`src/rtl/lsu_pkg.sv`:
```
// rtl/lsu_pkg.sv - shared constants and types for the load/store unit
// Purpose: funct3 size codes, FSM state encoding and byte-enable width used
//          by lsu_align and lsu_mem_stage.
package lsu_pkg;

    localparam int BE_W = 4;

    localparam logic [2:0] F3_B  = 3'b000;
    localparam logic [2:0] F3_H  = 3'b001;
    localparam logic [2:0] F3_W  = 3'b010;
    localparam logic [2:0] F3_BU = 3'b100;
    localparam logic [2:0] F3_HU = 3'b101;

    typedef enum logic [1:0] {
        ST_IDLE = 2'd0,
        ST_REQ  = 2'd1,
        ST_WAIT = 2'd2,
        ST_DONE = 2'd3
    } lsu_state_e;

endpackage

```
`src/rtl/lsu_align.sv`:
```
// rtl/lsu_align.sv - store lane steering, load extraction and access checking
// Purpose: purely combinational datapath helper for lsu_mem_stage.
// Ports:
//   i_funct3, i_addr_lo, i_we  - access size code, byte offset, store flag
//   i_wdata                    - raw store data (rs2)
//   i_bus_rdata                - raw word returned by the bus
//   o_fault                    - misaligned access or illegal funct3
//   o_be, o_bus_wdata          - byte enables and lane-aligned store data
//   o_load_data                - extracted, sign/zero-extended load value
module lsu_align
    import lsu_pkg::*;
(
    input  logic [2:0]      i_funct3,
    input  logic [1:0]      i_addr_lo,
    input  logic            i_we,
    input  logic [31:0]     i_wdata,
    input  logic [31:0]     i_bus_rdata,
    output logic            o_fault,
    output logic [BE_W-1:0] o_be,
    output logic [31:0]     o_bus_wdata,
    output logic [31:0]     o_load_data
);

    logic        w_illegal;
    logic        w_misaligned;
    logic [31:0] w_shifted;
    logic [7:0]  w_byte;
    logic [15:0] w_half;

    // Stores only have the signed size codes; loads add the unsigned ones.
    always_comb begin
        w_illegal = 1'b1;
        if (i_we) begin
            if (i_funct3 == F3_B || i_funct3 == F3_H || i_funct3 == F3_W)
                w_illegal = 1'b0;
        end else begin
            if (i_funct3 == F3_B || i_funct3 == F3_H || i_funct3 == F3_W ||
                i_funct3 == F3_BU || i_funct3 == F3_HU)
                w_illegal = 1'b0;
        end
    end

    // funct3[1:0] carries the size for both signed and unsigned codes.
    assign w_misaligned = ((i_funct3[1:0] == 2'b01) && i_addr_lo[0]) ||
                          ((i_funct3[1:0] == 2'b10) && (i_addr_lo != 2'b00));
    assign o_fault = w_illegal || w_misaligned;

    always_comb begin
        o_be        = 4'b1111;
        o_bus_wdata = i_wdata;
        if (i_we) begin
            case (i_funct3)
                F3_B: begin
                    o_be        = 4'b0001 << i_addr_lo;
                    o_bus_wdata = {4{i_wdata[7:0]}};
                end
                F3_H: begin
                    o_be        = i_addr_lo[1] ? 4'b1100 : 4'b0011;
                    o_bus_wdata = {2{i_wdata[15:0]}};
                end
                default: begin
                    o_be        = 4'b1111;
                    o_bus_wdata = i_wdata;
                end
            endcase
        end
    end

    assign w_shifted = i_bus_rdata >> {i_addr_lo, 3'b000};
    assign w_byte    = w_shifted[7:0];
    assign w_half    = i_addr_lo[1] ? i_bus_rdata[31:16] : i_bus_rdata[15:0];

    always_comb begin
        case (i_funct3)
            F3_B:    o_load_data = {{24{w_byte[7]}}, w_byte};
            F3_H:    o_load_data = {{16{w_half[15]}}, w_half};
            F3_BU:   o_load_data = {24'd0, w_byte};
            F3_HU:   o_load_data = {16'd0, w_half};
            default: o_load_data = i_bus_rdata;
        endcase
    end

endmodule

```
`src/rtl/lsu_mem_stage.sv`:
```
// rtl/lsu_mem_stage.sv - memory-stage load/store unit with single-outstanding bus port
// Purpose: accepts one load/store from the core, runs it on a req/gnt/rvalid
//          bus, returns extended load data and stalls the core meanwhile.
// Ports:
//   i_clk, i_rst                       - clock, synchronous active-high reset
//   i_req_valid, i_mem_read, i_mem_write, i_funct3, i_addr, i_wdata - core request
//   o_busy, o_done, o_rdata, o_fault   - stall, completion pulse, load data, fault
//   o_bus_req, o_bus_we, o_bus_addr, o_bus_be, o_bus_wdata - bus request side
//   i_bus_gnt, i_bus_rvalid, i_bus_rdata                   - bus grant/response
module lsu_mem_stage
    import lsu_pkg::*;
#(
    parameter int ADDR_W = 32
) (
    input  logic              i_clk,
    input  logic              i_rst,
    input  logic              i_req_valid,
    input  logic              i_mem_read,
    input  logic              i_mem_write,
    input  logic [2:0]        i_funct3,
    input  logic [ADDR_W-1:0] i_addr,
    input  logic [31:0]       i_wdata,
    output logic              o_busy,
    output logic              o_done,
    output logic [31:0]       o_rdata,
    output logic              o_fault,
    output logic              o_bus_req,
    output logic              o_bus_we,
    output logic [ADDR_W-1:0] o_bus_addr,
    output logic [BE_W-1:0]   o_bus_be,
    output logic [31:0]       o_bus_wdata,
    input  logic              i_bus_gnt,
    input  logic              i_bus_rvalid,
    input  logic [31:0]       i_bus_rdata
);

    lsu_state_e        r_state;
    logic [1:0]        r_addr_lo;
    logic [2:0]        r_funct3;
    logic              r_we;
    logic              r_done;
    logic              r_fault;
    logic [31:0]       r_rdata;
    logic              r_bus_req;
    logic              r_bus_we;
    logic [ADDR_W-1:0] r_bus_addr;
    logic [BE_W-1:0]   r_bus_be;
    logic [31:0]       r_bus_wdata;

    logic              w_idle;
    logic              w_start;
    logic [2:0]        w_funct3;
    logic [1:0]        w_addr_lo;
    logic              w_we;
    logic              w_fault;
    logic [BE_W-1:0]   w_be;
    logic [31:0]       w_bus_wdata;
    logic [31:0]       w_load_data;

    assign w_idle  = (r_state == ST_IDLE);
    assign w_start = i_req_valid && (i_mem_read || i_mem_write);

    // The aligner sees live inputs while deciding at capture, then the
    // captured copy so load extraction does not depend on the core's inputs.
    assign w_funct3  = w_idle ? i_funct3    : r_funct3;
    assign w_addr_lo = w_idle ? i_addr[1:0] : r_addr_lo;
    assign w_we      = w_idle ? i_mem_write : r_we;

    lsu_align u_align (
        .i_funct3    (w_funct3),
        .i_addr_lo   (w_addr_lo),
        .i_we        (w_we),
        .i_wdata     (i_wdata),
        .i_bus_rdata (i_bus_rdata),
        .o_fault     (w_fault),
        .o_be        (w_be),
        .o_bus_wdata (w_bus_wdata),
        .o_load_data (w_load_data)
    );

    always_ff @(posedge i_clk) begin
        if (i_rst) begin
            r_state     <= ST_IDLE;
            r_addr_lo   <= 2'b00;
            r_funct3    <= 3'b000;
            r_we        <= 1'b0;
            r_done      <= 1'b0;
            r_fault     <= 1'b0;
            r_rdata     <= 32'd0;
            r_bus_req   <= 1'b0;
            r_bus_we    <= 1'b0;
            r_bus_addr  <= '0;
            r_bus_be    <= '0;
            r_bus_wdata <= 32'd0;
        end else begin
            case (r_state)
                ST_IDLE: begin
                    if (w_start) begin
                        r_addr_lo <= i_addr[1:0];
                        r_funct3  <= i_funct3;
                        r_we      <= i_mem_write;
                        if (w_fault) begin
                            // Faulting accesses never touch the bus.
                            r_state <= ST_DONE;
                            r_done  <= 1'b1;
                            r_fault <= 1'b1;
                        end else begin
                            r_state     <= ST_REQ;
                            r_bus_req   <= 1'b1;
                            r_bus_we    <= i_mem_write;
                            r_bus_addr  <= {i_addr[ADDR_W-1:2], 2'b00};
                            r_bus_be    <= w_be;
                            r_bus_wdata <= w_bus_wdata;
                        end
                    end
                end
                ST_REQ: begin
                    if (i_bus_gnt) begin
                        r_bus_req <= 1'b0;
                        r_bus_we  <= 1'b0;
                        if (r_we) begin
                            r_state <= ST_DONE;
                            r_done  <= 1'b1;
                        end else begin
                            r_state <= ST_WAIT;
                        end
                    end
                end
                ST_WAIT: begin
                    if (i_bus_rvalid) begin
                        r_rdata <= w_load_data;
                        r_state <= ST_DONE;
                        r_done  <= 1'b1;
                    end
                end
                ST_DONE: begin
                    r_done  <= 1'b0;
                    r_fault <= 1'b0;
                    r_state <= ST_IDLE;
                end
                default: r_state <= ST_IDLE;
            endcase
        end
    end

    assign o_busy      = i_req_valid && !r_done;
    assign o_done      = r_done;
    assign o_fault     = r_fault;
    assign o_rdata     = r_rdata;
    assign o_bus_req   = r_bus_req;
    assign o_bus_we    = r_bus_we;
    assign o_bus_addr  = r_bus_addr;
    assign o_bus_be    = r_bus_be;
    assign o_bus_wdata = r_bus_wdata;

endmodule

```
`config.mk`:
```
export PLATFORM = sky130hd
export DESIGN_NAME = lsu_mem_stage
export DESIGN_NICKNAME = d
export VERILOG_FILES = /design/src/rtl/lsu_pkg.sv /design/src/rtl/lsu_align.sv /design/src/rtl/lsu_mem_stage.sv
export SDC_FILE = /design/constraint.sdc
export NUM_CORES = 1
export LEC_CHECK = 0
export CAP_MARGIN = 20
export CORE_MARGIN = 1.5
export CORE_UTILIZATION = 40
export CTS_CLUSTER_DIAMETER = 40
export DETAILED_ROUTE_END_ITERATION = 10
export GPL_TIMING_DRIVEN = 1
export PLACE_DENSITY = 0.75
export SKIP_CTS_REPAIR_TIMING = 1
export SLEW_MARGIN = 15
export SYNTH_ARGS = -nofsm -noshare
export SYNTH_HDL_FRONTEND = slang
export SYNTH_HIERARCHICAL = 1
export SYNTH_SLANG_ARGS = --single-unit
```
`constraint.sdc`:
```
create_clock -name i_clk -period 4.1 [get_ports i_clk]
set_input_delay 0.82 -clock i_clk [delete_from_list [all_inputs] [get_ports i_clk]]
set_output_delay 0.82 -clock i_clk [all_outputs]
set_load 0.005 [all_outputs]
```
* Yosys cells after proc, flatten, opt, wreduce, memory -nomap -nowiden
Index checks and enable logic that the tools add are counted.
W data, S select, Z words.
** Cells by class
- Equality and inequality tests :: 15
- Shift operators :: 2
- Mux-type cells :: 33
- Bitwise operators :: 1
- Reduce and logical (&&, ||, !) cells :: 24
** Operators with widths (number)
- $pmux W32 S4 :: 1
- $pmux W32 S2 :: 1
- $mux W32 :: 1
- $shr A32 B5 Y8 :: 1
- $mux W16 :: 1
- $mux W1 :: 15
- $mux W2 :: 5
- $reduce_and A3 Y1 :: 3
- $mux W4 :: 2
- $ne A2 B2 Y1 const B :: 4
- $pmux W2 S4 :: 1
- $pmux W4 S2 :: 1
- $logic_or A1 B1 Y1 :: 7
- $eq A2 B2 Y1 const B :: 3
- $eq A3 B3 Y1 const B :: 2
- $pmux W1 S2 :: 3
- $reduce_bool A2 Y1 :: 3
- $reduce_and A5 Y1 :: 1
- $eq A2 B1 Y1 const B :: 2
- $logic_and A1 B1 Y1 :: 4
- $ne A2 B1 Y1 const B :: 2
- $pmux W1 S4 :: 1
- $reduce_and A2 Y1 :: 2
- $reduce_and A4 Y1 :: 1
- 8 further kinds :: 8
** Word-level totals
- Register bits :: 110
- Input bits :: 106
- Logic and storage cells :: 87

* Longest topological paths before layout
Gate-level depths: netlist (run 1).
- Depth after elaboration :: 13
- Gate-level depth with buffers :: 15
- Mapped depth without buffers :: 9

* Hierarchy
Netlist (run 1), hierarchy kept.
** Modules (own cells, without submodules)
- lsu_mem_stage :: times used 1, cells each 514, area an instance 4083.9 µm², sequential area each 2202.1 µm²
- lsu_align :: times used 1, cells each 180, area an instance 1137.3 µm², sequential area each 0.0 µm²

* Worst setup path after synthesis (run 1)
No wires, ideal clock.
- Path kind :: reg2reg
- Start :: register r_state[0]
- End :: register r_bus_be[0], in the netlist o_bus_be[0]
- Setup time :: 0.070 ns
- Data arrival time :: 2.743 ns
- Required time :: 4.030 ns
- Path slack :: 1.287 ns
- Cell stages (with the launch flop) :: 16
- Path buffers :: 6
- Clock period less this slack :: 2.813 ns
- Cells stage by stage :: dfxtp_1 -> inv_1 -> ha_1 -> buf_4 -> clkbuf_1 -> mux2_2 -> buf_2 -> buf_2 -> nor2_1 -> a21oi_1 -> nand2b_1 -> nor2_1 -> buf_4 -> buf_2 -> nand2_1 -> a21oi_1
** RTL lines
- start, declared :: RTL line lsu_mem_stage.sv:37 : lsu_state_e r_state;
- start signal, assigned :: RTL line lsu_mem_stage.sv:83 : r_state <= ST_IDLE;
- start signal, assigned :: RTL line lsu_mem_stage.sv:104 : r_state <= ST_DONE;
- start signal, assigned :: RTL line lsu_mem_stage.sv:108 : r_state <= ST_REQ;
- $logic_not A2 Y1 :: RTL line lsu_mem_stage.sv:60 : assign w_idle = (r_state == ST_IDLE);
- $mux W2 :: RTL line lsu_mem_stage.sv:66 : assign w_addr_lo = w_idle ? i_addr[1:0] : r_addr_lo;
- via w_addr_lo[1] :: RTL line lsu_mem_stage.sv:53 : logic [1:0] w_addr_lo;
- $reduce_bool A2 Y1 :: RTL line lsu_align.sv:45 : ((i_funct3[1:0] == 2'b10) && (i_addr_lo != 2'b00));
- $logic_and A1 B1 Y1 :: RTL line lsu_align.sv:45
- $logic_or A1 B1 Y1 :: RTL line lsu_align.sv:44 : assign w_misaligned = ((i_funct3[1:0] == 2'b01) && i_addr_lo[0]) ||
- $logic_or A1 B1 Y1 :: RTL line lsu_align.sv:46 : assign o_fault = w_illegal || w_misaligned;
- via w_fault :: RTL line lsu_mem_stage.sv:55 : logic w_fault;
- $not A1 Y1 (no source line)
- $reduce_and A3 Y1 (no source line)
- end signal, assigned :: RTL line lsu_mem_stage.sv:112 : r_bus_be <= w_be;
- end, declared :: RTL line lsu_mem_stage.sv:47 : logic [BE_W-1:0] r_bus_be;
The timed path passes the listed nets, and every way through them passes these cells.
A chain may end at the register's enable or synchronous reset.

* Worst setup path in the final report (run 1)
- Start :: register r_state[0]
- End :: register r_bus_addr[19], in the netlist o_bus_addr[19]
** On the way
- Word-level cells in the longest chain between the ends :: 12
** RTL lines
- $logic_not A2 Y1 (*) :: RTL line lsu_mem_stage.sv:60
- $mux W3 (*) :: RTL line lsu_mem_stage.sv:65 : assign w_funct3 = w_idle ? i_funct3 : r_funct3;
- via w_funct3[0] :: RTL line lsu_mem_stage.sv:52 : logic [2:0] w_funct3;
- $eq A3 B1 Y1 / $logic_not A3 Y1 (equally long branches) :: RTL line lsu_align.sv:34, lsu_align.sv:37
- $logic_or A1 B1 Y1 (2 in series) :: RTL line lsu_align.sv:34, lsu_align.sv:37
- $logic_or A1 B1 Y1 :: RTL line lsu_align.sv:37 : if (i_funct3 == F3_B || i_funct3 == F3_H || i_funct3 == F3_W ||
- $logic_or A1 B1 Y1 :: RTL line lsu_align.sv:38 : i_funct3 == F3_BU || i_funct3 == F3_HU)
- $mux W1 :: RTL line lsu_align.sv:37
- $mux W1 :: RTL line lsu_align.sv:33 : if (i_we) begin
- $logic_or A1 B1 Y1 (*) :: RTL line lsu_align.sv:46
- via w_fault :: RTL line lsu_mem_stage.sv:55
- $not A1 Y1 (no source line) (*)
- $reduce_and A3 Y1 (no source line) (*)
- end signal, assigned :: RTL line lsu_mem_stage.sv:111 : r_bus_addr <= {i_addr[ADDR_W-1:2], 2'b00};
- end, declared :: RTL line lsu_mem_stage.sv:46 : logic [ADDR_W-1:0] r_bus_addr;
The timed path passes the listed nets; every way through them passes the cells marked *.

==> Implementation_results.wiki, run 1 <==
{| class="wikitable"
! Metric !! Value
|-
| TritonCTS Buffers || 9
|-
| Slowest cell on the critical path || ha_1
|-
| Total power density per cell area || 536 nW/um2
|-
| Number of buffers and inverters on the critical path || 3
|-
| Final net count || 975
|-
| Fraction of the yosys area taken by sequential cells || 42.2%
|-
| Routability-driven placement congestion ratio || 0.860
|-
| Via density per instance || 4.93
|-
| Post-synthesis adder-cell area fraction || 1.20%
|-
| Design area || 7640 um2
|-
| Vias after detailed routing || 5129
|-
| Number of failing hold endpoints at the final stage || 0
|-
| Run status || finished, final reports clean
|-
| Fin Clk Skew || 0.00632 ns
|-
| Port Buf Inserts || 208
|-
| Ports placed on the boundary || 211
|-
| Fmax || 0.296 GHz
|-
| Die span in x || 117 um
|-
| Largest net degree at the start of global routing || 80
|-
| Starting density of the core || 41.2%
|-
| Post-route antenna net violation count || 0
|-
| Vias in the first global route || 4503
|-
| Summed negative setup slack over all endpoints || 0 ns
|-
| List of cells traversed by the critical path || inv_1 > ha_1 > mux2_2 > nor2_1 > a21oi_1 > inv_1 > nand3_2 > buf_12 > nand2_1 > a21oi_1
|-
| Antenna violations before repair || 0
|-
| Detailed Route Iter0 Violations || 392
|-
| Row count || 41
|-
| Combinational family with the most area after synthesis || simple AND/OR/NAND/NOR gates
|-
| Floorplan Core Area || 12700 um2
|-
| Post-Route WL || 15800 um
|-
| Commonest cells after routing, fill and taps aside || nand2_1 (246), clkdlybuf4s50_1 (207), a21oi_1 (127), dfxtp_1 (110), mux2_2 (25)
|-
| Warnings, synthesis || 6
|-
| Wire per inst || 15.2 um
|-
| Final number of setup-violating endpoints || 0
|-
| Number of maximum-capacitance violations || 0
|-
| Summed instance area of the synthesized netlist || 5220 um2
|-
| Syn-to-layout area delta || 46.4%
|-
| Fraction of layout instances using a drive strength above 1 || 8.29%
|-
| Share of flip-flops with an asynchronous set or reset || 0%
|-
| Antenna diode instance count || 0
|-
| Critical Setup Path Class || flop to flop
|-
| Worst-case vdd ir drop || 0.257 mV
|-
| Overflow after GRT || 0
|-
| Root buffer selected by CTS || clkbuf_16
|-
| Tightest slew margin relative to the limit || 43.0%
|-
| Worst path required time || 4.29 ns
|-
| Post-Synthesis Cells || 694
|-
| Pins over their slew limit || 0
|-
| Global routing usage summed across all routing layers || 22.1%
|-
| Insertion delay to the later sink of the worst-skew pair || 0.35 ns
|-
| Largest stage delay on the critical path || 0.68 ns
|-
| Worst EP arrival || 3.58 ns
|-
| Chip height || 117 um
|-
| Kind of end point of the critical path || flop
|-
| Post-synthesis share of cell area spent on xor and xnor gates || 0%
|-
| Most common cell after layout, fill and taps aside || nand2_1
|-
| Cell family with most CP delay || simple AND/OR/NAND/NOR gates
|-
| Number of H-tree levels || 3
|-
| Critical path fanouts, max || 49
|-
| 1st-pass router iterations || 4
|-
| Register bit total from synthesis || 110
|-
| Mean area per synthesized cell || 7.52 um2
|-
| Clock tree from TritonCTS || yes
|-
| Worst hold-check path type || flop to flop
|-
| Deepest clock path buffer count || 2
|-
| Setup repair after global routing missed its margin || no
|-
| Simple-gate portion of the synthesized area || 25.0%
|-
| Main flop type after synthesis || dfxtp_1
|-
| Yosys cell types || 41
|-
| Clock transition at the registers of the reported paths || 0.07 ns
|-
| Minimum period implied by the final worst setup slack || 3.38 ns
|-
| Compound-gate portion of the synthesized area || 17.2%
|-
| Die area || 13700 um2
|-
| Crit path launch type || flop
|-
| Mux cell area share after synthesis || 7.74%
|-
| Final worst path period share || 82.5%
|-
| DRC Markers || 0
|-
| Count of clock tree sinks || 110
|-
| Static power due to leakage || 0.00274 uW
|-
| Measured slew at the worst slew-check pin || 0.856 ns
|-
| First-pass GRT wire length || 23400 um
|-
| Area after detailed placement || 7310 um2
|-
| Dpl hpwl || 11000 um
|-
| Number of enable flip-flop cells after synthesis || 0
|}
[cells by family after synthesis]
logic type / Yosys count
buffers and inverters: 69
muxes: 36
AOI/OAI and AO/OA: 161
DFF: 110
and+or+nand+nor: 312
other: 1
adders and majority gates: 5
[where the power goes]
| part | internal [uW] | total [uW] | switching [uW] |
|---|---|---|---|
| registers | 1270 | 1370 | 103 |
| logic | 864 | 1790 | 926 |
| clock network | 531 | 935 | 403 |
[flip-flops by register name, summed over array words and instances (netlist names)]
signal / flops
o_rdata: 32
r_state: 2
o_done: 1
o_bus_be: 4
o_bus_we: 1
o_fault: 1
r_we: 1
r_funct3: 3
o_bus_wdata: 32
r_addr_lo: 2
o_bus_addr: 30
o_bus_req: 1
[synth_stat cells, types with 3 or more instances]
cell / instances / area share, %
buf_4: 17 / 2.4
buf_2: 12 / 1.2
or3b_2: 3 / 0.50
o211ai_1: 5 / 0.72
nor2_1: 17 / 1.2
nand2_2: 10 / 1.2
ha_1: 5 / 1.2
nand2b_1: 8 / 0.96
a211oi_1: 3 / 0.43
nor2b_1: 8 / 0.96
buf_1: 3 / 0.22
mux2_2: 25 / 5.4
a22oi_1: 5 / 0.72
nand3_1: 10 / 0.96
a21oi_1: 127 / 12
inv_1: 10 / 0.72
o21ai_0: 11 / 1.1
mux2i_1: 10 / 1.9
nand2_1: 246 / 18
clkbuf_1: 26 / 1.9
dfxtp_1: 110 / 42
[worst min-delay path: cells and delay by family (launching register included)]
family          cells  cell delay, ns
flops               1            0.31
simple gates        1            0.05
compound gates      1            0.05
[worst paths after layout]
path,cells after the start,endpoint,slack [ns],startpoint
min,2,o_bus_wdata[9],0.45,o_bus_wdata[9]
max,10,o_bus_addr[19],0.72,r_state[0]
min reg2reg,2,o_bus_wdata[9],0.45,o_bus_wdata[9]
max reg2reg,10,o_bus_addr[19],0.72,r_state[0]
[layout make-up]
| class | count | area [um2] |
|---|---|---|
| inverter | 10 | 37.5 |
| sequential | 110 | 2200 |
| clock buffer | 9 | 225 |
| fill | 1172 | 5030 |
| clock inverter | 6 | 87.6 |
| timing repair buffer | 217 | 2180 |
| tap | 172 | 215 |
| multi-input combinational | 516 | 2700 |
[through the flow]
| stage | util, % | cells | hold slack [ns] | setup WS (ns) | power (uW) |
|---|---|---|---|---|---|
| after floorplan | - | 695 | 0.434 | 1.29 | 2470 |
| after global routing | 60.3 | 1040 | 0.469 | 0.488 | 4350 |
| final | 60.3 | 1040 | 0.453 | 0.719 | 4090 |
| after detailed placement | 57.7 | 1024 | 0.445 | 0.726 | 3170 |
| after CTS | 60.2 | 1039 | 0.455 | 0.729 | 4110 |
| after global placement | 57.7 | 1024 | 0.441 | 0.768 | 3150 |
[layer usage]
layer	global-route usage, %	up-vias	wire length [um]
met4	9.56	0	361
met2	33.8	143	7340
li1	-	2621	-
met1	29.2	2344	6950
met5	0	-	0
met3	6.33	21	1110
(Power assumes the default switching activity.)
==> inputs of run 2 (changes only) <==
clock period = 3.5 ns   (was 4.1 ns; I/O delays follow)
==> Implementation_results.wiki, run 2 (synthesized netlist as in run 1, its figures left out) <==
{| class="wikitable"
! Metric !! Value
|-
| Root buffer selected by CTS || clkbuf_16
|-
| Number of H-tree levels || 3
|-
| Post-route antenna net violation count || 0
|-
| Worst EP arrival || 3.28 ns
|-
| 1st-pass router iterations || 4
|-
| Routability-driven placement congestion ratio || 0.835
|-
| Count of clock tree sinks || 110
|-
| Die area || 13700 um2
|-
| Overflow after GRT || 0
|-
| Largest net degree at the start of global routing || 67
|-
| Port Buf Inserts || 208
|-
| Most common cell after layout, fill and taps aside || nand2_1
|-
| Total of fill cells in the finished design || 1217
|-
| Worst path required time || 3.78 ns
|-
| Post-Route WL || 15900 um
|-
| Tightest slew margin relative to the limit || 57.7%
|-
| Fmax || 0.334 GHz
|-
| Syn-to-layout area delta || 46.4%
|-
| Clock tree from TritonCTS || yes
|-
| Floorplan Core Area || 12700 um2
|-
| Starting density of the core || 41.2%
|-
| Measured slew at the worst slew-check pin || 0.634 ns
|-
| Kind of end point of the critical path || flop
|-
| Summed negative setup slack over all endpoints || 0 ns
|-
| Wire per inst || 15.2 um
|-
| Post-placement worst setup slack || 0.423 ns
|-
| Minimum period implied by the final worst setup slack || 2.99 ns
|-
| Run status || finished, final reports clean
|-
| Global routing usage summed across all routing layers || 23.1%
|-
| Core occupancy in the finished layout || 60.3%
|-
| Number of cells in the finished layout apart from fillers || 1047
|-
| DRC Markers || 0
|-
| Final net count || 982
|-
| Clock transition at the registers of the reported paths || 0.07 ns
|-
| Via density per instance || 4.98
|-
| Number of maximum-capacitance violations || 0
|-
| Chip height || 117 um
|-
| Vias after detailed routing || 5217
|-
| Crit path launch type || flop
|-
| First-pass GRT wire length || 24400 um
|-
| Dpl hpwl || 11400 um
|-
| Final Worst Setup Slack || 0.506 ns
|-
| Deepest clock path buffer count || 2
|-
| Static power due to leakage || 0.00276 uW
|-
| Row count || 41
|-
| Pins over their slew limit || 0
|-
| Critical Setup Path Class || flop to flop
|-
| Critical path fanouts, max || 13
|-
| Insertion delay to the later sink of the worst-skew pair || 0.35 ns
|-
| Number of failing hold endpoints at the final stage || 0
|-
| Die span in x || 117 um
|-
| Total power density per cell area || 613 nW/um2
|-
| Worst-case vdd ir drop || 0.353 mV
|-
| Fraction of layout instances using a drive strength above 1 || 8.69%
|-
| Vias in the first global route || 4782
|-
| Commonest cells after routing, fill and taps aside || nand2_1 (246), clkdlybuf4s50_1 (207), a21oi_1 (127), dfxtp_1 (110), mux2_2 (25)
|-
| Detailed Route Iter0 Violations || 323
|-
| Final worst path period share || 85.5%
|-
| Final number of setup-violating endpoints || 0
|-
| Cell count after placement || 1032
|-
| Ports placed on the boundary || 211
|-
| Fin Clk Skew || 0.00496 ns
|-
| Antenna diode instance count || 0
|-
| Antenna violations before repair || 0
|-
| Total power draw || 4690 uW
|-
| Worst hold-check path type || flop to flop
|-
| Setup repair after global routing missed its margin || no
|-
| TritonCTS Buffers || 9
|}
run 2: power breakdown:
group / switching, uW / internal, uW / leakage, uW
registers: 122 / 1490 / 0.000894
clock network: 453 / 482 / 0.000127
logic: 1100 / 1050 / 0.00173
run 2: cell type report:
cell class,count,area [um2],area share [%]
Tap cell,172,215,2.81
Inverter,10,37.5,0.491
Clock buffer,12,236,3.09
Clock inverter,3,22.5,0.295
Multi-Input combinational cell,516,2700,35.2
Sequential cell,110,2200,28.8
Timing Repair Buffer,224,2240,29.3
run 2: final timing paths:
kind                               startpoint               to  slack [ns]  cells past startpoint
worst max-delay path               r_state[0]  o_bus_wdata[14]        0.51                     10
worst min-delay path            o_bus_addr[8]    o_bus_addr[8]        0.45                      2
worst max register to register     r_state[0]  o_bus_wdata[14]        0.51                     10
worst min register to register  o_bus_addr[8]    o_bus_addr[8]        0.45                      2
run 2: layer usage:
metal	part of all wire (%)	up-vias	track usage, %
li1	-	2631	-
met1	41	2377	28.0
met2	48	179	37.3
met3	8.4	30	9.47
met4	2.4	0	7.23
met5	0	-	0
run 2: worst max-delay path, stage by stage, from the launching register on:
cell	delay, ns
dfxtp_1	0.34
inv_1	0.13
ha_1	0.46
mux2_2	0.45
nor2_1	0.37
a21oi_1	0.17
nand2b_1	0.22
nor2_4	0.31
buf_4	0.26
nand2_1	0.09
a21oi_1	0.12
run 2: stage by stage:
| step | area (um2) | hold slack (ns) |
|---|---|---|
| finish | 7650 | 0.452 |
| global route | 7650 | 0.470 |
| CTS | 7650 | 0.455 |
| detailed placement | 7390 | 0.447 |
| global placement | 7390 | 0.441 |
| floorplan | 5230 | 0.434 |
